--- src/rtl/key_pkg.sv ---
`timescale 1ns/1ps
`default_nettype none
// ============================================================
// key_pkg -- shared encodings and default timing for key events
// Rev 1.0
// ============================================================
package key_pkg;

  localparam logic [1:0] EVT_PRESS   = 2'd1;
  localparam logic [1:0] EVT_REPEAT  = 2'd2;
  localparam logic [1:0] EVT_RELEASE = 2'd3;

  typedef enum logic [1:0] {
    IDLE  = 2'd0,
    PCONF = 2'd1,
    HELD  = 2'd2,
    RCONF = 2'd3
  } key_state_e;

  // 24 MHz system clock: 10 ms debounce, 500 ms first repeat, 100 ms repeat rate
  localparam int DEF_DEBOUNCE_CYCLES      = 240000;
  localparam int DEF_REPEAT_DELAY_CYCLES  = 12000000;
  localparam int DEF_REPEAT_PERIOD_CYCLES = 2400000;

endpackage
`default_nettype wire

--- src/rtl/key_debounce_channel.sv ---
`timescale 1ns/1ps
`default_nettype none
// ============================================================
// key_debounce_channel -- sync, debounce FSM and auto-repeat for one key
// Rev 1.0
// ============================================================
module key_debounce_channel
  import key_pkg::*;
#(
  parameter int DEBOUNCE_CYCLES      = DEF_DEBOUNCE_CYCLES,
  parameter int REPEAT_DELAY_CYCLES  = DEF_REPEAT_DELAY_CYCLES,
  parameter int REPEAT_PERIOD_CYCLES = DEF_REPEAT_PERIOD_CYCLES
) (
  input  logic clock,
  input  logic reset_n,
  input  logic key_n,
  input  logic repeat_en,
  output logic level,
  output logic press_pulse,
  output logic release_pulse,
  output logic repeat_pulse
);

  localparam int DW = $clog2(DEBOUNCE_CYCLES + 1);
  localparam int RW = $clog2(REPEAT_DELAY_CYCLES + 1);
  localparam logic [DW-1:0] DEB_LAST   = DW'(DEBOUNCE_CYCLES - 1);
  localparam logic [DW-1:0] DEB_ONE    = DW'(1);
  localparam logic [RW-1:0] REP_LAST   = RW'(REPEAT_DELAY_CYCLES - 1);
  localparam logic [RW-1:0] REP_ONE    = RW'(1);
  localparam logic [RW-1:0] REP_RELOAD = RW'(REPEAT_DELAY_CYCLES - REPEAT_PERIOD_CYCLES);

  logic [1:0]    sync;
  logic          raw_p;
  key_state_e    state, state_next;
  logic [DW-1:0] deb_cnt, deb_cnt_next;
  logic [RW-1:0] rep_cnt, rep_cnt_next;
  logic          press_next, release_next, repeat_next;

  assign raw_p = ~sync[1];
  assign level = (state == HELD) || (state == RCONF);

  always_ff @(posedge clock or negedge reset_n) begin
    if (!reset_n) begin
      sync          <= 2'b11;
      state         <= IDLE;
      deb_cnt       <= '0;
      rep_cnt       <= '0;
      press_pulse   <= 1'b0;
      release_pulse <= 1'b0;
      repeat_pulse  <= 1'b0;
    end else begin
      sync          <= {sync[0], key_n};
      state         <= state_next;
      deb_cnt       <= deb_cnt_next;
      rep_cnt       <= rep_cnt_next;
      press_pulse   <= press_next;
      release_pulse <= release_next;
      repeat_pulse  <= repeat_next;
    end
  end

  always_comb begin
    state_next   = state;
    deb_cnt_next = deb_cnt;
    rep_cnt_next = rep_cnt;
    press_next   = 1'b0;
    release_next = 1'b0;
    repeat_next  = 1'b0;
    case (state)
      IDLE: begin
        if (raw_p) begin
          state_next   = PCONF;
          deb_cnt_next = '0;
        end
      end
      PCONF: begin
        if (!raw_p) begin
          state_next = IDLE;
        end else if (deb_cnt == DEB_LAST) begin
          state_next   = HELD;
          press_next   = 1'b1;
          rep_cnt_next = '0;
        end else begin
          deb_cnt_next = deb_cnt + DEB_ONE;
        end
      end
      HELD: begin
        if (!raw_p) begin
          state_next   = RCONF;
          deb_cnt_next = '0;
        end else if (!repeat_en) begin
          rep_cnt_next = '0;
        end else if (rep_cnt == REP_LAST) begin
          // reload so later ticks are spaced by the repeat period
          repeat_next  = 1'b1;
          rep_cnt_next = REP_RELOAD;
        end else begin
          rep_cnt_next = rep_cnt + REP_ONE;
        end
      end
      RCONF: begin
        if (raw_p) begin
          state_next = HELD;
        end else if (deb_cnt == DEB_LAST) begin
          state_next   = IDLE;
          release_next = 1'b1;
        end else begin
          deb_cnt_next = deb_cnt + DEB_ONE;
        end
      end
      default: state_next = IDLE;
    endcase
  end

endmodule
`default_nettype wire

--- src/rtl/key_event_decoder.sv ---
`timescale 1ns/1ps
`default_nettype none
// ============================================================
// key_event_decoder -- debounced key pulses plus serialised event stream
// Rev 1.0
// ============================================================
module key_event_decoder
  import key_pkg::*;
#(
  parameter int NUM_KEYS             = 4,
  parameter int DEBOUNCE_CYCLES      = DEF_DEBOUNCE_CYCLES,
  parameter int REPEAT_DELAY_CYCLES  = DEF_REPEAT_DELAY_CYCLES,
  parameter int REPEAT_PERIOD_CYCLES = DEF_REPEAT_PERIOD_CYCLES
) (
  input  logic                clock,
  input  logic                reset_n,
  input  logic [NUM_KEYS-1:0] key,
  input  logic                repeat_en,
  output logic [NUM_KEYS-1:0] key_level,
  output logic [NUM_KEYS-1:0] key_press,
  output logic [NUM_KEYS-1:0] key_release,
  output logic [NUM_KEYS-1:0] key_repeat,
  output logic                evt_valid,
  input  logic                evt_ready,
  output logic [1:0]          evt_code,
  output logic [1:0]          evt_kind,
  output logic                evt_overflow
);

  localparam int NCH = 4;

  logic [NCH-1:0] press_w, release_w, repeat_w;
  logic [NCH-1:0] pend_press, pend_release, pend_repeat;
  logic [NCH-1:0] clr_press, clr_release, clr_repeat;
  logic           xfer, overflow_hit, sel_any;
  logic [1:0]     sel_code, sel_kind;

  generate
    for (genvar k = 0; k < NCH; k++) begin : g_chan
      if (k < NUM_KEYS) begin : g_used
        key_debounce_channel #(
          .DEBOUNCE_CYCLES     (DEBOUNCE_CYCLES),
          .REPEAT_DELAY_CYCLES (REPEAT_DELAY_CYCLES),
          .REPEAT_PERIOD_CYCLES(REPEAT_PERIOD_CYCLES)
        ) u_chan (
          .clock        (clock),
          .reset_n      (reset_n),
          .key_n        (key[k]),
          .repeat_en    (repeat_en),
          .level        (key_level[k]),
          .press_pulse  (press_w[k]),
          .release_pulse(release_w[k]),
          .repeat_pulse (repeat_w[k])
        );
      end else begin : g_unused
        assign press_w[k]   = 1'b0;
        assign release_w[k] = 1'b0;
        assign repeat_w[k]  = 1'b0;
      end
    end
  endgenerate

  assign key_press   = press_w[NUM_KEYS-1:0];
  assign key_release = release_w[NUM_KEYS-1:0];
  assign key_repeat  = repeat_w[NUM_KEYS-1:0];

  assign xfer = evt_valid & evt_ready;

  always_comb begin
    clr_press   = '0;
    clr_release = '0;
    clr_repeat  = '0;
    for (int k = 0; k < NCH; k++) begin
      if (xfer && (evt_code == 2'(k))) begin
        clr_press[k]   = (evt_kind == EVT_PRESS);
        clr_release[k] = (evt_kind == EVT_RELEASE);
        clr_repeat[k]  = (evt_kind == EVT_REPEAT);
      end
    end
  end

  // a pulse coinciding with the clear of its own bit is kept, not dropped
  assign overflow_hit = |(press_w   & pend_press   & ~clr_press)
                      | |(release_w & pend_release & ~clr_release)
                      | |(repeat_w  & pend_repeat  & ~clr_repeat);

  always_comb begin
    sel_any  = 1'b0;
    sel_code = '0;
    sel_kind = EVT_PRESS;
    for (int k = NCH - 1; k >= 0; k--) begin
      if (pend_press[k] || pend_release[k] || pend_repeat[k]) begin
        sel_any  = 1'b1;
        sel_code = 2'(k);
        if (pend_press[k])        sel_kind = EVT_PRESS;
        else if (pend_release[k]) sel_kind = EVT_RELEASE;
        else                      sel_kind = EVT_REPEAT;
      end
    end
  end

  always_ff @(posedge clock or negedge reset_n) begin
    if (!reset_n) begin
      pend_press   <= '0;
      pend_release <= '0;
      pend_repeat  <= '0;
      evt_valid    <= 1'b0;
      evt_code     <= '0;
      evt_kind     <= '0;
      evt_overflow <= 1'b0;
    end else begin
      pend_press   <= (pend_press   & ~clr_press)   | press_w;
      pend_release <= (pend_release & ~clr_release) | release_w;
      pend_repeat  <= (pend_repeat  & ~clr_repeat)  | repeat_w;
      if (overflow_hit) evt_overflow <= 1'b1;
      if (xfer) begin
        evt_valid <= 1'b0;
      end else if (!evt_valid && sel_any) begin
        evt_valid <= 1'b1;
        evt_code  <= sel_code;
        evt_kind  <= sel_kind;
      end
    end
  end

endmodule
`default_nettype wire

--- config.mk ---
export PLATFORM = sky130hd
export DESIGN_NAME = key_event_decoder
export DESIGN_NICKNAME = d
export VERILOG_FILES = /design/src/rtl/key_pkg.sv /design/src/rtl/key_debounce_channel.sv /design/src/rtl/key_event_decoder.sv
export SDC_FILE = /design/constraint.sdc
export NUM_CORES = 1
export LEC_CHECK = 0
export BUFFER_PORTS_ARGS = -buffer_cell sky130_fd_sc_hd__buf_2
export CORE_ASPECT_RATIO = 2
export CORE_MARGIN = 8
export CORE_UTILIZATION = 60
export DETAILED_ROUTE_END_ITERATION = 8
export PLACE_DENSITY = 0.87
export SYNTH_ARGS = -nofsm -noshare
export SYNTH_HDL_FRONTEND = slang
export SYNTH_SLANG_ARGS = --single-unit
--- constraint.sdc ---
create_clock -name clock -period 2.7 [get_ports clock]
set_clock_uncertainty 0.1 [all_clocks]
set_input_delay 0.27 -clock clock [delete_from_list [all_inputs] [get_ports clock]]
set_output_delay 0.27 -clock clock [all_outputs]
set_load 0.03 [all_outputs]
==> flow_summary.json <==
{
  "hold_viol_final": 0,
  "cts_tree": "built",
  "via_count": 10500,
  "synthesis.nets": 1329,
  "worstPathMaxFanout": 13,
  "placementRows": 72,
  "place_congestion": 0.949,
  "synth.avg_cell_area_um2": 9.01,
  "clk_latency_ns": 0.50,
  "htree_levels": 1,
  "tns_ns": 0,
  "largest_registers": "g_chan.g_used.u_chan.rep_cnt: 96 flops, g_chan.g_used.u_chan.deb_cnt: 72 flops, g_chan.g_used.u_chan.sync: 8 flops",
  "grt_remaining_overflow": 0,
  "cts_setup_buffers": 0,
  "cts-resized-gates": 0,
  "finalSetupViolCount": 0,
  "first_global_vias": 10500,
  "yosys_warnings": 0,
  "worst_slew_pin_slew_ns": 1.13,
  "cts_buffer_depth": 3,
  "ys.flop_type": "dfrtp_1",
  "start_util_pct": 61.1,
  "design.core.area_um2": 19400,
  "wirelength_um": 29100,
  "synth_seq_cells": 214,
  "grt_pass1_wl_um": 49100,
  "syn_inst": 1313,
  "drive_above_1_share_pct": 9.71,
  "worstHoldPathType": "input port to async pin",
  "slew_headroom_pct": 24.1,
  "seq_area_frac_synth_pct": 45.4,
  "die_h_um": 215,
  "wl_per_cell_um": 18.2,
  "cts_hold_buf": 6,
  "drc_errors": 0,
  "regMostFlops": "g_chan.g_used.u_chan.rep_cnt",
  "reg2reg_from": "g_chan[0].g_used.u_chan.deb_cnt[0]",
  "cts_buffers": 21,
  "r2r_end": "g_chan[0].g_used.u_chan.rep_cnt[22]",
  "ant_nets": 0,
  "clk_pin_slew_ns": 0.07,
  "rsz0062_at_grt": "no",
  "syn2layout_area_growth_pct": 9.20,
  "grtUsageTotal_pct": 23.7,
  "pwr_density_cell_nw_per_um2": 541,
  "fin_crit_sh_pct": 93.4,
  "ff2ff_setup_slack_ns": 0.18,
  "cap_violations": 0,
  "vias_per_cell": 6.58,
  "nets": 1343,
  "r2r_cells": 7,
  "die_w_um": 115,
  "largest_reg_flops": 96,
  "drv_slew": 0,
  "start_kind": "register",
  "drt-initial-drc-count": 714,
  "synth_area_um2": 11800,
  "utilization_pct": 66.7,
  "root_buffer": "clkbuf_16",
  "timing.fmax_ghz": 0.397,
  "ios": 30,
  "antennaDiodeCount": 0,
  "port_buffers": 29,
  "first_pass_iters": 7,
  "critical_path_required_ns": 3.02,
  "async_flop_share_pct": 100,
  "leakagePower_uw": 0.00519,
  "dp_hpwl_um": 20500,
  "crit_path_end_kind": "register",
  "antenna_found_initial": 0,
  "arrival_ns": 2.84,
  "synth.distinct_cells": 81,
  "synth_edf_count": 0,
  "min_period_ns": 2.52,
  "outcome": "completed",
  "critPathKind": "register to register",
  "die-area_um2": 24700,
  "grt_max_degree": 71,
  "ir_drop_mv": 0.560,
  "cts_sinks": 214
}
-- power by group --
part | internal [uW] | total, uW | switching (uW)
sequential | 3300 | 3430 | 128
clock | 1750 | 3000 | 1250
combinational | 184 | 561 | 377
total | 5240 | 6990 | 1750
-- final cells by class --
type,instances,area [um^2]
inverters,55,206
multi-input cells,972,5890
clock inverters,6,86.3
fillers,1563,6450
repair buffers,63,438
flip-flops and latches,214,5370
well taps,259,324
clock buffers,29,606
-- worst max path at each step --
stage	start	to	depth (start not counted)	slack, ns
after global routing	g_chan[0].g_used.u_chan.deb_cnt[0]	g_chan[0].g_used.u_chan.rep_cnt[22]	7	0.02
after detailed placement	g_chan[0].g_used.u_chan.deb_cnt[0]	g_chan[0].g_used.u_chan.deb_cnt[5]	6	0.27
final	g_chan[0].g_used.u_chan.deb_cnt[0]	g_chan[0].g_used.u_chan.rep_cnt[22]	7	0.18
after global placement	g_chan[0].g_used.u_chan.deb_cnt[0]	g_chan[0].g_used.u_chan.deb_cnt[7]	6	0.36
after floorplan	g_chan[3].g_used.u_chan.rep_cnt[0]	g_chan[3].g_used.u_chan.rep_cnt[16]	7	0.51
after CTS	g_chan[0].g_used.u_chan.deb_cnt[0]	g_chan[0].g_used.u_chan.deb_cnt[4]	6	0.24
-- metal layers --
layer	GRT usage [%]	vias to the layer above	share of wire, %
li1	-	4881	-
met4	12.2	0	4.4
met1	25.4	5151	37
met3	3.39	114	4.9
met2	43.3	373	54
met5	0	-	0
-- stage by stage --
step	worst slack, ns	cell area, um^2	hold slack, ns	std cells	total power (uW)
floorplan	0.512	11800	-0.126	1313	3800
global placement	0.364	12200	0.169	1557	4000
detailed placement	0.270	12200	0.174	1557	4030
CTS	0.237	12900	0.251	1598	7040
global route	0.0179	12900	0.264	1598	7230
finish	0.179	12900	0.230	1598	6990
-- cells by family (layout without fill, tap and decap cells) --
group	after synthesis	after routing	share of synthesized area [%]
AND/OR/NAND/NOR	562	562	26.5
AO/OA/AOI/OAI	351	351	18.6
flip-flops	214	214	45.4
buffers and inverters	127	153	4.87
XOR/XNOR	46	46	3.41
adder cells (fa/ha/maj)	8	8	0.846
multiplexers	5	5	0.434
-- cell usage after synthesis (all sizes together), types with 9 or more instances --
cell / number / share of area [%]
nand2: 99 / 3.1
buf: 35 / 1.9
or4: 16 / 1.0
dfrtp: 206 / 44
clkbuf: 37 / 1.2
inv: 55 / 1.7
or2: 10 / 0.55
xnor2: 36 / 2.7
a31oi: 56 / 3.0
nor3: 48 / 2.1
nand4: 37 / 2.0
and4: 15 / 1.1
nor4: 24 / 1.6
xor2: 10 / 0.74
nand3: 67 / 3.0
and3: 29 / 1.5
nand2b: 21 / 1.1
o21ai: 123 / 5.2
o31ai: 18 / 1.4
a21oi: 75 / 3.3
nor2: 103 / 3.3
a41oi: 12 / 0.89
o211ai: 9 / 0.57
or3: 33 / 1.7
-- placed cells by master, fill, tap and decap left out, types with 5 or more instances in the layout --
cell and instances:
o2bb2ai_1 7, nor4_1 20, nand2_1 99, a41oi_1 12, nand3b_1 5, nand3_1 64
and2_1 5, xnor2_1 36, xor2_1 10, dlygate4sd3_1 6, inv_1 54, o21ai_1 10
nand2b_1 21, nor2_1 103, a31oi_1 56, clkbuf_8 5, nor4b_1 5, a21oi_1 71
ha_1 8, nand4b_1 8, nand4_1 36, nor2b_1 7, o211ai_1 9, dfrtp_1 206
nor4bb_1 8, dfstp_2 8, buf_2 28, and3_1 29, or4_1 15, nor3b_1 7
nor3_1 47, clkbuf_16 21, or3_1 33, and4_1 15, o31ai_1 16, o31a_1 8
or2_2 9, o21ai_0 113, buf_4 27
-- critical path, stage by stage (launching register included) --
cell	delay, ns
dfrtp_1	0.41
ha_1	0.20
nand3_2	0.17
nor4_1	0.54
a21oi_2	0.27
buf_4	0.25
or3_1	0.35
a21oi_1	0.15
(Power assumes the default switching activity.)
